[src/rtl/switch_stm_demux_pkg.sv]
// Shared definitions for the switch_stm_demux stream demultiplexer.
//   min_sel_width : smallest legal sel width for a given output count
//   drop_cnt_max  : all-ones value of a counter of the given width
//   RST_DATA_BIT  : fill bit for payload registers after reset
package switch_stm_demux_pkg;

  function automatic int min_sel_width(input int n_outputs);
    return (n_outputs <= 2) ? 1 : $clog2(n_outputs);
  endfunction

  function automatic logic [63:0] drop_cnt_max(input int width);
    return (64'd1 << width) - 64'd1;
  endfunction

  localparam logic RST_DATA_BIT = 1'b0;

endpackage

[src/rtl/switch_stm_demux_if.sv]
// Bus bundle for switch_stm_demux.
//   din_*   : single producer stream (data, sel, vld, rd)
//   dout_*  : OUTPUTS consumer streams, payload i at [i*DATA_WIDTH +: DATA_WIDTH]
//   drop_*  : saturating drop counter and its synchronous clear
// slave is the demux side, master is the producer/consumer side.
interface switch_stm_demux_if #(
  parameter int DATA_WIDTH     = 8,
  parameter int OUTPUTS        = 3,
  parameter int SEL_WIDTH      = 3,
  parameter int DROP_CNT_WIDTH = 8
);
  logic [DATA_WIDTH-1:0]         din_data;
  logic [SEL_WIDTH-1:0]          din_sel;
  logic                          din_vld;
  logic                          din_rd;
  logic [OUTPUTS*DATA_WIDTH-1:0] dout_data;
  logic [OUTPUTS-1:0]            dout_vld;
  logic [OUTPUTS-1:0]            dout_rd;
  logic [DROP_CNT_WIDTH-1:0]     drop_cnt;
  logic                          drop_clr;

  modport slave (
    input  din_data, din_sel, din_vld, dout_rd, drop_clr,
    output din_rd, dout_data, dout_vld, drop_cnt
  );

  modport master (
    output din_data, din_sel, din_vld, dout_rd, drop_clr,
    input  din_rd, dout_data, dout_vld, drop_cnt
  );
endinterface

[src/rtl/switch_stm_demux_stream_reg_slice.sv]
// stream_reg_slice: one-entry registered stream stage.
//   i_load/i_data : write a new beat (caller guarantees o_free)
//   i_rd          : downstream ready
//   o_vld/o_data  : registered output beat
//   o_free        : slot can take a beat this cycle (empty or draining)
// A load in the same cycle as a drain replaces the beat and keeps o_vld high,
// which gives one beat per cycle through the slot.
module stream_reg_slice
  import switch_stm_demux_pkg::*;
#(
  parameter int DATA_WIDTH = 8
) (
  input  logic                  clk,
  input  logic                  rst_n,
  input  logic                  i_load,
  input  logic [DATA_WIDTH-1:0] i_data,
  input  logic                  i_rd,
  output logic                  o_vld,
  output logic [DATA_WIDTH-1:0] o_data,
  output logic                  o_free
);
  logic                  r_vld;
  logic [DATA_WIDTH-1:0] r_data;

  assign o_vld  = r_vld;
  assign o_data = r_data;
  assign o_free = !r_vld || i_rd;

  always_ff @(posedge clk or negedge rst_n) begin
    if (!rst_n) begin
      r_vld  <= 1'b0;
      r_data <= {DATA_WIDTH{RST_DATA_BIT}};
    end else if (i_load) begin
      r_vld  <= 1'b1;
      r_data <= i_data;
    end else if (i_rd) begin
      r_vld  <= 1'b0;
    end
  end
endmodule

[src/rtl/switch_stm_demux.sv]
// switch_stm_demux: routes each input beat to the output named by its sel.
//   clk, rst_n : clock and asynchronous active-low reset
//   bus        : switch_stm_demux_if.slave (din stream, OUTPUTS dout streams,
//                drop counter and clear)
// Beats whose sel has no output are accepted unconditionally and counted in a
// saturating drop counter. Each output sits behind its own register slice, so a
// stalled output only holds up beats addressed to it.
module switch_stm_demux
  import switch_stm_demux_pkg::*;
#(
  parameter int DATA_WIDTH     = 8,
  parameter int OUTPUTS        = 3,
  parameter int SEL_WIDTH      = 3,
  parameter int DROP_CNT_WIDTH = 8
) (
  input logic                clk,
  input logic                rst_n,
  switch_stm_demux_if.slave  bus
);
  localparam logic [DROP_CNT_WIDTH-1:0] DROP_CNT_MAX =
    DROP_CNT_WIDTH'(drop_cnt_max(DROP_CNT_WIDTH));

  logic [OUTPUTS-1:0]    w_hit;
  logic [OUTPUTS-1:0]    w_free;
  logic [OUTPUTS-1:0]    w_load;
  logic [OUTPUTS-1:0]    w_vld;
  logic [DATA_WIDTH-1:0] w_data [OUTPUTS];
  logic                  w_legal;
  logic                  w_drop;
  logic [DROP_CNT_WIDTH-1:0] r_drop_cnt;

  assign w_legal = (int'(bus.din_sel) < OUTPUTS);

  genvar gi;
  generate
    for (gi = 0; gi < OUTPUTS; gi++) begin : g_out
      assign w_hit[gi]  = (bus.din_sel == SEL_WIDTH'(gi));
      assign w_load[gi] = bus.din_vld && w_hit[gi] && w_free[gi];

      stream_reg_slice #(.DATA_WIDTH(DATA_WIDTH)) u_slice (
        .clk    (clk),
        .rst_n  (rst_n),
        .i_load (w_load[gi]),
        .i_data (bus.din_data),
        .i_rd   (bus.dout_rd[gi]),
        .o_vld  (w_vld[gi]),
        .o_data (w_data[gi]),
        .o_free (w_free[gi])
      );

      assign bus.dout_data[gi*DATA_WIDTH +: DATA_WIDTH] = w_data[gi];
    end
  endgenerate

  assign bus.dout_vld = w_vld;
  // Ready is a function of sel and slot state only; din_vld never enters it.
  assign bus.din_rd   = w_legal ? |(w_hit & w_free) : 1'b1;
  assign w_drop       = bus.din_vld && !w_legal;
  assign bus.drop_cnt = r_drop_cnt;

  // Clear wins over the old value but a drop in the same cycle still counts.
  always_ff @(posedge clk or negedge rst_n) begin
    if (!rst_n) begin
      r_drop_cnt <= '0;
    end else if (bus.drop_clr) begin
      r_drop_cnt <= w_drop ? DROP_CNT_WIDTH'(1) : '0;
    end else if (w_drop && (r_drop_cnt != DROP_CNT_MAX)) begin
      r_drop_cnt <= r_drop_cnt + DROP_CNT_WIDTH'(1);
    end
  end
endmodule

[src/flat_wrapper.sv]
// flat-port wrapper written by rule: the top's interface ports become plain ports
module switch_stm_demux_flat import switch_stm_demux_pkg::*;
#(
  parameter int DATA_WIDTH     = 8,
  parameter int OUTPUTS        = 3,
  parameter int SEL_WIDTH      = 3,
  parameter int DROP_CNT_WIDTH = 8
)
  (clk, rst_n, bus_din_data, bus_din_sel, bus_din_vld, bus_dout_rd, bus_drop_clr, bus_din_rd, bus_dout_data, bus_dout_vld, bus_drop_cnt);
  switch_stm_demux_if #(.DATA_WIDTH(DATA_WIDTH), .OUTPUTS(OUTPUTS), .SEL_WIDTH(SEL_WIDTH), .DROP_CNT_WIDTH(DROP_CNT_WIDTH)) bus_i ();
  input logic clk;
  input logic rst_n;
  input wire logic [$bits(bus_i.din_data)-1:0] bus_din_data;
  input wire logic [$bits(bus_i.din_sel)-1:0] bus_din_sel;
  input wire logic [$bits(bus_i.din_vld)-1:0] bus_din_vld;
  input wire logic [$bits(bus_i.dout_rd)-1:0] bus_dout_rd;
  input wire logic [$bits(bus_i.drop_clr)-1:0] bus_drop_clr;
  output wire logic [$bits(bus_i.din_rd)-1:0] bus_din_rd;
  output wire logic [$bits(bus_i.dout_data)-1:0] bus_dout_data;
  output wire logic [$bits(bus_i.dout_vld)-1:0] bus_dout_vld;
  output wire logic [$bits(bus_i.drop_cnt)-1:0] bus_drop_cnt;
  assign bus_i.din_data = bus_din_data;
  assign bus_i.din_sel = bus_din_sel;
  assign bus_i.din_vld = bus_din_vld;
  assign bus_i.dout_rd = bus_dout_rd;
  assign bus_i.drop_clr = bus_drop_clr;
  assign bus_din_rd = bus_i.din_rd;
  assign bus_dout_data = bus_i.dout_data;
  assign bus_dout_vld = bus_i.dout_vld;
  assign bus_drop_cnt = bus_i.drop_cnt;
  switch_stm_demux #(.DATA_WIDTH(DATA_WIDTH), .OUTPUTS(OUTPUTS), .SEL_WIDTH(SEL_WIDTH), .DROP_CNT_WIDTH(DROP_CNT_WIDTH)) u_core (.clk(clk), .rst_n(rst_n), .bus(bus_i));
endmodule
[config.mk]
export PLATFORM = sky130hd
export DESIGN_NAME = switch_stm_demux_flat
export DESIGN_NICKNAME = d
export VERILOG_FILES = /design/src/rtl/switch_stm_demux_pkg.sv /design/src/rtl/switch_stm_demux_if.sv /design/src/rtl/switch_stm_demux_stream_reg_slice.sv /design/src/rtl/switch_stm_demux.sv /design/src/flat_wrapper.sv
export SDC_FILE = /design/constraint.sdc
export NUM_CORES = 1
export LEC_CHECK = 0
export ABC_AREA = 1
export CAP_MARGIN = 30
export CORE_ASPECT_RATIO = 2
export CORE_UTILIZATION = 48
export CTS_CLUSTER_SIZE = 20
export DETAILED_ROUTE_END_ITERATION = 16
export PLACE_DENSITY = 0.93
export SYNTH_ARGS = -nofsm -noshare
export SYNTH_HDL_FRONTEND = slang
export SYNTH_HIERARCHICAL = 1
export SYNTH_SLANG_ARGS = --single-unit
export TNS_END_PERCENT = 100
[constraint.sdc]
create_clock -name clk -period 2.45 [get_ports clk]
set_input_delay 0.3675 -clock clk [delete_from_list [all_inputs] [get_ports clk]]
set_output_delay 0.3675 -clock clk [all_outputs]
set_load 0.02 [all_outputs]
==> qor.yml, run 1 <==
coreArea_um2: 3157
syn_avg_cell_area_um2: 7.951
route.met3.wl_um: 170
cts-root-buf: "clkbuf_8"
via_count: 1498
power.share.sequential_pct: 44.4
die_h_um: 83.40
final_common_cell: "nand2_1"
critical_path.max_fanout: 3
grtUsageTotal_pct: 24.27
yosys.area.top_type: "dfrtp_1"
slew_viol_final: 0
pin_count: 54
status: "finished, final reports clean"
post-route-period-util_pct: 87.42
fin_setup_tns_ns: 0
gp_congestion: 0.9370
yosysSeqAreaShare_pct: 55.07
final_cell_area_um2: 2256
cts_setup_buffers: 0
ir_drop_v: 0.0005674
ant_nets: 0
hold_viol: 0
drt_first_iter_violations: 27
comb_power_share_pct: 27.1
setup_violations: 0
critPathKind: "in -> out"
finClkSkew_ns: 0.009970
cp-startpoint: "bus_din_sel[1]"
drc: 0
placed_area_um2: 2156
dp.final_hpwl_um: 2825
area_delta_synth_final_pct: 41.86
p_sw_share_pct: 29.82
dieWidth_um: 42.70
yosysTopAreaCellShare_pct: 55.07
cap_violations: 0
p_switching_uw: 476.8
htree_levels: 2
drive_gt1_share_pct: 8.397
ys_types: 21
syn_area_um2: 1590
wl_met2_um: 2098
via_per_inst: 5.113
cts.sinks: 35
period_minus_slack_ns: 2.142
power_mw: 1.599
grt_max_degree: 36
r2r-end: "u_core/bus.drop_cnt[4]"
post_cts_resized: 0
ctsHoldBuffers: 0
internal-power_mw: 1.122
worst_ep_arrival_time_ns: 1.77
drtPass1Iterations: 4
n_antenna_cell: 0
initial_core_util_pct: 50.38
critical_path.endpoint: "bus_din_rd"
maxSlewHeadroom_pct: 70.96
wl_um: 3867
r2r_start: "u_core/bus.drop_cnt[0]"
grt-ovfl-total: 0
grt_pass1_vias: 1454
die-area_um2: 3561
worstMarginPinSlew_ns: 0.4356
top_layer: "met4"
p_clk_share_pct: 28.5
powerDensity_nw_per_um2: 708.6
ff2ff_path_depth: 7
portBuffers: 53
regToRegSetupSlack_ns: 1.01
max_freq_mhz: 466.9
cts_tree: "yes"
nets: 280
grt_pass1_wl_um: 6458
wl_met1_um: 1514
clockBufferDepth: 2
syn_inst: 200
rows: 29
clkTransAtPathRegs_ns: 0.07
antenna_found_initial: 0
most-common-layout-cells: "nand2_1 (106), clkdlybuf4s50_1 (53), dfrtp_1 (35)"
synth_seq_cells: 35
post_drt_wl_per_cell_um: 13.20
required_ns: 2.08
syn-num-nets: 219
clkLatencyLatePin_ns: 0.29
crit_path_end_kind: "primary output"
leakage_nw: 1.154
synthTopCellsByArea: "dfrtp_1 (55%), nand2_1 (25%), inv_1 (3.1%)"
final_core_util_pct: 71.46
yosysWarnings: 6
worstHoldPathType: "in -> async"
cts_buffers: 5
grt_setup_unrepaired: "no"
cp-start-kind: "input pin"
[power by group through the flow]
stage	Combinational (mW)	Clock [mW]	Sequential, mW
after global placement	0.429	0	0.719
after CTS	0.437	0.464	0.710
after global routing	0.467	0.491	0.720
after detailed placement	0.436	0	0.719
after floorplan	0.0943	0	0.819
final	0.433	0.456	0.710
[metrics by stage]
| stage | hold slack [ns] | setup WS, ns | cells |
|---|---|---|---|
| 6_report | 0.4700 | 0.3082 | 293 |
| 5_1_grt | 0.4986 | 0.2350 | 293 |
| 4_1_cts | 0.4735 | 0.3148 | 293 |
| 3_5_place_dp | 0.4572 | 0.3212 | 285 |
| 3_3_place_gp | 0.4541 | 0.3573 | 285 |
| 2_1_floorplan | 0.07191 | 1.084 | 200 |
[routing by layer]
metal	track usage (%)	up-vias
li1	-	726
met1	26.42	710
met2	42.01	54
met3	5.000	8
met4	12.78	0
met5	0	-
[worst max-delay path, stage by stage]
cell	delay [ns]
clkdlybuf4s50_1	0.45
nor2_1	0.15
nand3_1	0.12
nand4_1	0.10
clkdlybuf4s50_1	0.60
[worst min-delay path by stage]
stage,from,endpoint,slack (ns),cells past startpoint
after floorplan,rst_n,u_core/bus.drop_cnt[0],0.07,0
after global placement,u_core/g_out[1].u_slice/o_data[0],u_core/g_out[1].u_slice/o_data[0],0.45,2
after detailed placement,u_core/g_out[2].u_slice/o_data[4],u_core/g_out[2].u_slice/o_data[4],0.46,2
after CTS,u_core/g_out[2].u_slice/o_data[4],u_core/g_out[2].u_slice/o_data[4],0.47,2
after global routing,u_core/g_out[1].u_slice/o_data[1],u_core/g_out[1].u_slice/o_data[1],0.50,2
final,rst_n,u_core/g_out[0].u_slice/o_vld,0.47,2
[cells in the mapped netlist]
master    instances
nand2_1         106
a21oi_2           1
buf_6             3
nor3_1            1
nor2_1           13
ha_1              1
xor2_1            1
a21oi_1           3
inv_1            13
o21ai_0           1
clkinv_4          1
nand2_2           3
inv_4             1
o21ai_1           1
dfrtp_1          35
nand4_1           3
nand3_1           7
clkinv_1          1
nor2_4            1
nand2_4           1
inv_2             3
[flip-flops by register name (all words and copies together), names as in the netlist]
| register | count |
|---|---|
| u_core/g_out.u_slice/o_vld | 3 |
| u_core/g_out.u_slice/o_data | 24 |
| u_core/bus.drop_cnt | 8 |
[layout make-up]
class | count | area, µm²
timing repair buffer | 57 | 560.5
fill | 256 | 900.9
multi-input combinational | 143 | 601.8
inverter | 19 | 78.83
clock buffer | 8 | 100.1
tap | 31 | 38.79
sequential | 35 | 875.8
[cell families after synthesis]
logic type	synth area share [%]
simple gates	34.38
flops	55.07
buf+inv	7.081
compound gates	2.124
xor+xnor	0.5508
fa+ha+maj	0.7867
Power figures use the tool's default switching activity.
==> inputs of run 2 (changes only) <==
--- a/config.mk
+++ b/config.mk
@@ -8,10 +8,10 @@
 export ABC_AREA = 1
 export CAP_MARGIN = 30
 export CORE_ASPECT_RATIO = 2
-export CORE_UTILIZATION = 48
-export CTS_CLUSTER_SIZE = 20
+export CORE_UTILIZATION = 40
+export CTS_CLUSTER_DIAMETER = 30
 export DETAILED_ROUTE_END_ITERATION = 16
-export PLACE_DENSITY = 0.93
+export PLACE_DENSITY = 0.84
 export SYNTH_ARGS = -nofsm -noshare
 export SYNTH_HDL_FRONTEND = slang
 export SYNTH_HIERARCHICAL = 1
==> constraint.sdc (replaced) <==
create_clock -name clk -period 1.92 [get_ports clk]
set_input_delay 0.288 -clock clk [delete_from_list [all_inputs] [get_ports clk]]
set_output_delay 0.288 -clock clk [all_outputs]
set_load 0.02 [all_outputs]
==> run 2 against run 1 <==
Effect of this change: critical endpoint unchanged; first-iteration DRC count shrank 19%; critical path depth stayed put; count of clock-buffer cells in the layout fell by 3; global-route usage shrank 2.2 points; non-clock buffer count rose by 7; setup slack got worse by 0.13 ns; sequential power increased by 28%; final cell count rose by 9.2%; sequential share of layout area decreased by 1.8 points; flip-flop and latch count stayed put; clock power grew 75%; critical path type unchanged; final area rose by 5.0%.
==> qor.yml, run 2 (synthesized netlist as in run 1, its figures left out) <==
dp_slack_ns: -0.08152  # -0.4027 ns
regArea_um2: 875.8  # unchanged
grtUsageTotal_pct: 22.03  # -2.2 points
cts-root-buf: "clkbuf_8"
fillers: 375  # +46%
cts.sinks: 35  # unchanged
placed_area_um2: 2233  # +3.6%
ff2ff_path_depth: 7  # unchanged
cts_buffers: 5  # unchanged
leakage_nw: 1.197  # +3.7%
cpPeakStageDelay_ns: 0.45  # -0.15 ns
post_drt_wl_per_cell_um: 12.64  # -4.2%
grt-ovfl-total: 0  # unchanged
wl_um: 4045  # +4.6%
path_cells: "clkdlybuf4s50_1 -> nor2_1 -> nand3_1 -> nand4_1 -> dlygate4sd2_1"
finClkSkew_ns: 0.006716  # -0.003254 ns
antenna_found_initial: 0  # unchanged
slew_viol_final: 0  # unchanged
worst_slack_ns: 0.1820  # -0.1262 ns
max_freq_mhz: 575.4
p_switching_uw: 636.4  # +33%
grt_pass1_vias: 1526  # +5.0%
n_antenna_cell: 0  # unchanged
post-route-period-util_pct: 90.52
grt_max_degree: 36  # unchanged
multiInputGateArea_um2: 601.8  # unchanged
dpl.cell_count: 312  # +9.5%
final_cell_area_um2: 2369  # +5.0%
critPathSlowestCell: "clkdlybuf4s50_1"
area_delta_synth_final_pct: 48.94
r2r_start: "u_core/bus.drop_cnt[0]"
r2r-end: "u_core/bus.drop_cnt[4]"
ant_nets: 0  # unchanged
critPathKind: "in -> out"
critical_path.endpoint: "bus_din_rd"
clockBufferDepth: 2  # unchanged
p_sw_share_pct: 28.11  # -1.7 points
die_h_um: 91.17  # +9.3%
cp-startpoint: "bus_din_sel[1]"
cts_tree: "yes"
rows: 32  # +10%
regToRegSetupSlack_ns: 0.48  # -0.53 ns
powerDensity_nw_per_um2: 955.7  # +35%
drc: 0  # unchanged
cp-start-kind: "input pin"
cap_violations: 0  # unchanged
setup_violations: 0  # unchanged
critical_path.max_fanout: 3  # unchanged
ir_drop_v: 0.0008729  # +54%
dp.final_hpwl_um: 3133  # +11%
maxSlewHeadroom_pct: 70.98  # about the same
coreArea_um2: 3844  # +22%
largest_reg_flops: 24  # unchanged
cts_setup_buffers: 0  # unchanged
worst_ep_arrival_time_ns: 1.45  # -0.32 ns
dieWidth_um: 46.59  # +9.1%
internal-power_mw: 1.627  # +45%
worstMarginPinSlew_ns: 0.4353  # -0.0002804 ns
required_ns: 1.63  # -0.45 ns
drtPass1Iterations: 4  # unchanged
final_cell_count_no_fill: 320  # +9.2%
grt_pass1_wl_um: 6589  # +2.0%
status: "finished, final reports clean"
portBuffers: 53  # unchanged
via_count: 1479  # -1.3%
grt_setup_unrepaired: "no"
initial_core_util_pct: 41.37  # -9.0 points
p_clk_share_pct: 35.2  # +6.7 points
via_per_inst: 4.622  # -9.6%
gp_congestion: 0.7821  # -17%
die-area_um2: 4247  # +19%
power.share.sequential_pct: 40.1  # -4.3 points
final_common_cell: "nand2_1"
clkTransAtPathRegs_ns: 0.07  # about the same
drive_gt1_share_pct: 11.15  # +2.8 points
most-common-layout-cells: "nand2_1 (106), clkdlybuf4s50_1 (52), dfrtp_1 (35)"
hold_viol: 0  # unchanged
htree_levels: 2  # unchanged
clkLatencyLatePin_ns: 0.30  # about the same
pin_count: 54  # unchanged
crit_path_end_kind: "primary output"
drt_first_iter_violations: 22  # -19%
nets: 287  # +2.5%
period_minus_slack_ns: 1.738
comb_power_share_pct: 24.7  # -2.4 points
worstHoldPathType: "in -> async"
==> run 2: cell types whose count changed in the layout (fill, tap and decap cells not counted) <==
cell | previous run | this run
buf_4 | 4 | 11
bufinv_16 | 0 | 2
clkbuf_1 | 1 | 0
clkbuf_8 | 7 | 5
clkdlybuf4s50_1 | 53 | 52
clkinvlp_4 | 0 | 1
dlygate4sd2_1 | 0 | 1
==> run 2: area by class of cell <==
| class | count | share of cell area [%] |
|---|---|---|
| clock buffer | 5 | 2.905 |
| multi-input combinational | 143 | 25.41 |
| inverter | 19 | 3.328 |
| sequential | 35 | 36.98 |
| tap | 51 | 2.694 |
| clock inverter | 3 | 2.853 |
| timing repair buffer | 64 | 25.83 |
==> run 2: worst min-delay path by stage <==
| stage | end | slack (ns) | depth (start not counted) | from |
|---|---|---|---|---|
| finish | u_core/g_out[1].u_slice/o_vld | 0.41 | 2 | rst_n |
| global route | u_core/g_out[1].u_slice/o_data[1] | 0.46 | 2 | rst_n |
| CTS | u_core/g_out[1].u_slice/o_vld | 0.42 | 2 | rst_n |
| detailed placement | u_core/g_out[1].u_slice/o_data[7] | 0.46 | 2 | u_core/g_out[1].u_slice/o_data[7] |
| global placement | u_core/g_out[2].u_slice/o_data[2] | 0.46 | 2 | u_core/g_out[2].u_slice/o_data[2] |
| floorplan | u_core/bus.drop_cnt[0] | -0.008 | 0 | rst_n |
==> run 2: worst max-delay path: cells and delay by family <==
kind	cells	cell delay (ns)
simple gates	3	0.38
buf+inv	2	0.78
==> run 2: power by group through the flow <==
stage | clock network [mW] | logic [mW] | registers, mW
2_1_floorplan | 0 | 0.120 | 1.04
5_1_grt | 0.847 | 0.606 | 0.922
3_3_place_gp | 0 | 0.557 | 0.922
6_report | 0.796 | 0.559 | 0.909
3_5_place_dp | 0 | 0.567 | 0.924
4_1_cts | 0.818 | 0.568 | 0.911
==> run 2: timing repair <==
action                                  in CTS  in global routing
endpoints found under the setup margin       1                  0
resized for setup                            1                  0
endpoints found under the hold margin        0                  0
hold buffers                                 0                  0
==> run 2: through the flow <==
stage | setup TNS, ns | util [%] | hold WS (ns) | power (mW)
after global routing | 0 | 61.62 | 0.4551 | 2.375
after global placement | -0.02287 | 58.11 | 0.4552 | 1.479
after CTS | 0 | 61.62 | 0.4215 | 2.297
after detailed placement | -0.08152 | 58.11 | 0.4576 | 1.491
final | 0 | 61.62 | 0.4065 | 2.264
after floorplan | 0 | - | -0.007591 | 1.165
==> run 2: layer usage <==
layer	global-route usage [%]	up-vias	share of wire [%]
met3	4.374	12	3.9
met2	39.12	53	55
met5	0	-	0
met1	20.65	675	36
met4	13.73	0	4.2
li1	-	739	-
==> inputs of run 3 (changes only) <==
--- a/config.mk
+++ b/config.mk
@@ -12,6 +12,7 @@
 export CTS_CLUSTER_DIAMETER = 30
 export DETAILED_ROUTE_END_ITERATION = 16
 export PLACE_DENSITY = 0.84
+export REMOVE_ABC_BUFFERS = 1
 export SYNTH_ARGS = -nofsm -noshare
 export SYNTH_HDL_FRONTEND = slang
 export SYNTH_HIERARCHICAL = 1
==> run 3 against run 2 <==
Effect of this change: utilization down 0.49 points; sequential share of layout area increased by 0.30 points; register-to-register slack about the same; power decreased by 5.4%; setup slack worse by 0.010 ns; sequential power is essentially flat; clock power fell by 15%; hold slack gained 0.010 ns; highest routed layer unchanged.
==> qor.yml, run 3 (synthesized netlist as in run 1, its figures left out) <==
coreArea_um2: 3844  # unchanged
most-common-layout-cells: "nand2_1 (106), clkdlybuf4s50_1 (52), dfrtp_1 (35)"
setup_violations: 0  # unchanged
cap_violations: 0  # unchanged
leakage_nw: 1.193  # -0.27%
critPathKind: "in -> out"
powerDensity_nw_per_um2: 911.6  # -4.6%
drt_first_iter_violations: 28  # +27%
final_common_cell: "nand2_1"
maxSlewHeadroom_pct: 70.94  # about the same
cts_buffers: 5  # unchanged
die_h_um: 91.17  # unchanged
cts_tree: "yes"
dpl.cell_count: 312  # unchanged
largest_reg_flops: 24  # unchanged
slew_viol_final: 0  # unchanged
critical_path.max_fanout: 3  # unchanged
clkTransAtPathRegs_ns: 0.07  # about the same
pin_count: 54  # unchanged
portBuffers: 53  # unchanged
clkLatencyLatePin_ns: 0.29  # about the same
hold_viol: 0  # unchanged
htree_levels: 2  # unchanged
ir_drop_v: 0.0007002  # -20%
grt_max_degree: 36  # unchanged
max_freq_mhz: 572.0  # -0.59%
grt_pass1_vias: 1445  # -5.3%
cp-startpoint: "bus_din_sel[1]"
required_ns: 1.63  # about the same
cpPeakStageDelay_ns: 0.44  # about the same
post-route-period-util_pct: 91.06  # +0.54 points
n_antenna_cell: 0  # unchanged
ant_nets: 0  # unchanged
via_count: 1493  # +0.95%
area_delta_synth_final_pct: 47.76
drtPass1Iterations: 4  # unchanged
cts.sinks: 35  # unchanged
cp-start-kind: "input pin"
finClkSkew_ns: 0.01004  # +0.003321 ns
busiest_layer: "met2"
met2_usage_pct: 37.04  # -2.1 points
met1_usage_pct: 21.48  # +0.82 points
power_mw: 2.142  # -5.4%
rows: 32  # unchanged
worst_ep_arrival_time_ns: 1.46  # about the same
status: "finished, final reports clean"
dp.final_hpwl_um: 3035  # -3.1%
worstHoldPathType: "in -> async"
period_minus_slack_ns: 1.748  # +0.01033 ns
cts-root-buf: "clkbuf_8"
r2r_start: "u_core/bus.drop_cnt[0]"
path_cells: "clkdlybuf4s50_1 -> nor2_1 -> nand3_1 -> nand4_1 -> dlygate4sd2_1"
dieWidth_um: 46.59  # unchanged
antenna_found_initial: 0  # unchanged
wl_um: 3994  # -1.3%
clockBufferDepth: 2  # unchanged
use_met3_pct: 4.175  # -0.20 points
crit_path_end_kind: "primary output"
worstMarginPinSlew_ns: 0.4359  # +0.0006032 ns
grt_pass1_wl_um: 6389  # -3.0%
die-area_um2: 4247  # unchanged
via_per_inst: 4.666  # +0.95%
grt_setup_unrepaired: "no"
drc: 0  # unchanged
drive_gt1_share_pct: 11.15  # unchanged
initial_core_util_pct: 41.37  # unchanged
grtUsageTotal_pct: 21.47  # -0.56 points
critPathSlowestCell: "clkdlybuf4s50_1"
grt-ovfl-total: 0  # unchanged
gp_congestion: 0.8141  # +4.1%
final_core_util_pct: 61.13  # -0.49 points
ctsHoldBuffers: 0  # unchanged
nets: 287  # unchanged
post_drt_wl_per_cell_um: 12.48  # -1.3%
final_cell_count_no_fill: 320  # unchanged
-- run 3: changes by cell type in the layout (fill, tap and decap cells not counted) --
| cell | delta |
|---|---|
| clkbuf_8 | +1 |
| clkinv_2 | +1 |
| bufinv_16 | -1 |
| clkinvlp_4 | -1 |
-- run 3: stage by stage --
stage	setup slack (ns)	setup TNS [ns]	cell area [µm²]	hold WS (ns)
6_report	0.1716	0	2350	0.4165
3_5_place_dp	-0.08998	-0.08998	2233	0.4572
4_1_cts	0.1885	0	2350	0.4231
5_1_grt	0.09326	0	2350	0.4662
3_3_place_gp	-0.02606	-0.02606	2233	0.4526
2_1_floorplan	0.5541	0	1556	-0.007591
-- run 3: worst paths after layout --
path	endpoint	depth (start not counted)	slack (ns)
setup / recovery	bus_din_rd	5	0.17
hold / removal	u_core/g_out[0].u_slice/o_data[3]	2	0.42
setup reg to reg	u_core/bus.drop_cnt[4]	7	0.49
hold reg to reg	u_core/g_out[2].u_slice/o_data[0]	2	0.47
max in group asynchronous	u_core/g_out[2].u_slice/o_data[6]	2	1.19
min in group clk	u_core/g_out[2].u_slice/o_data[0]	2	0.47
-- run 3: cell type report --
| cell class | count | area, µm² |
|---|---|---|
| Tap cell | 51 | 63.81 |
| Clock inverter | 2 | 35.03 |
| Fill cell | 361 | 1494 |
| Inverter | 19 | 78.83 |
| Sequential cell | 35 | 875.8 |
| Clock buffer | 6 | 82.58 |
| Timing Repair Buffer | 64 | 611.8 |
| Multi-Input combinational cell | 143 | 601.8 |
-- run 3: worst max-delay path, delay by kind of cell --
family,cells,cell delay (ns)
buffers and inverters,2,0.77
AND/OR/NAND/NOR,3,0.40
-- run 3: layer usage --
metal	up-vias	share of wire (%)
met3	9	4.1
met1	696	37
met5	-	0
li1	744	-
met2	44	56
met4	0	3.0
-- run 3: report_power, final --
group	total [mW]	internal (mW)	switching (mW)	leakage (nW)
logic	0.562	0.268	0.294	0.680
registers	0.907	0.842	0.0647	0.452
clock network	0.673	0.420	0.254	0.0612
total	2.14	1.53	0.612	1.19
-- run 3: what timing repair did --
item,in CTS,in global routing
setup endpoints to repair,1,0
resized for setup,1,0
buffers inserted,0,0
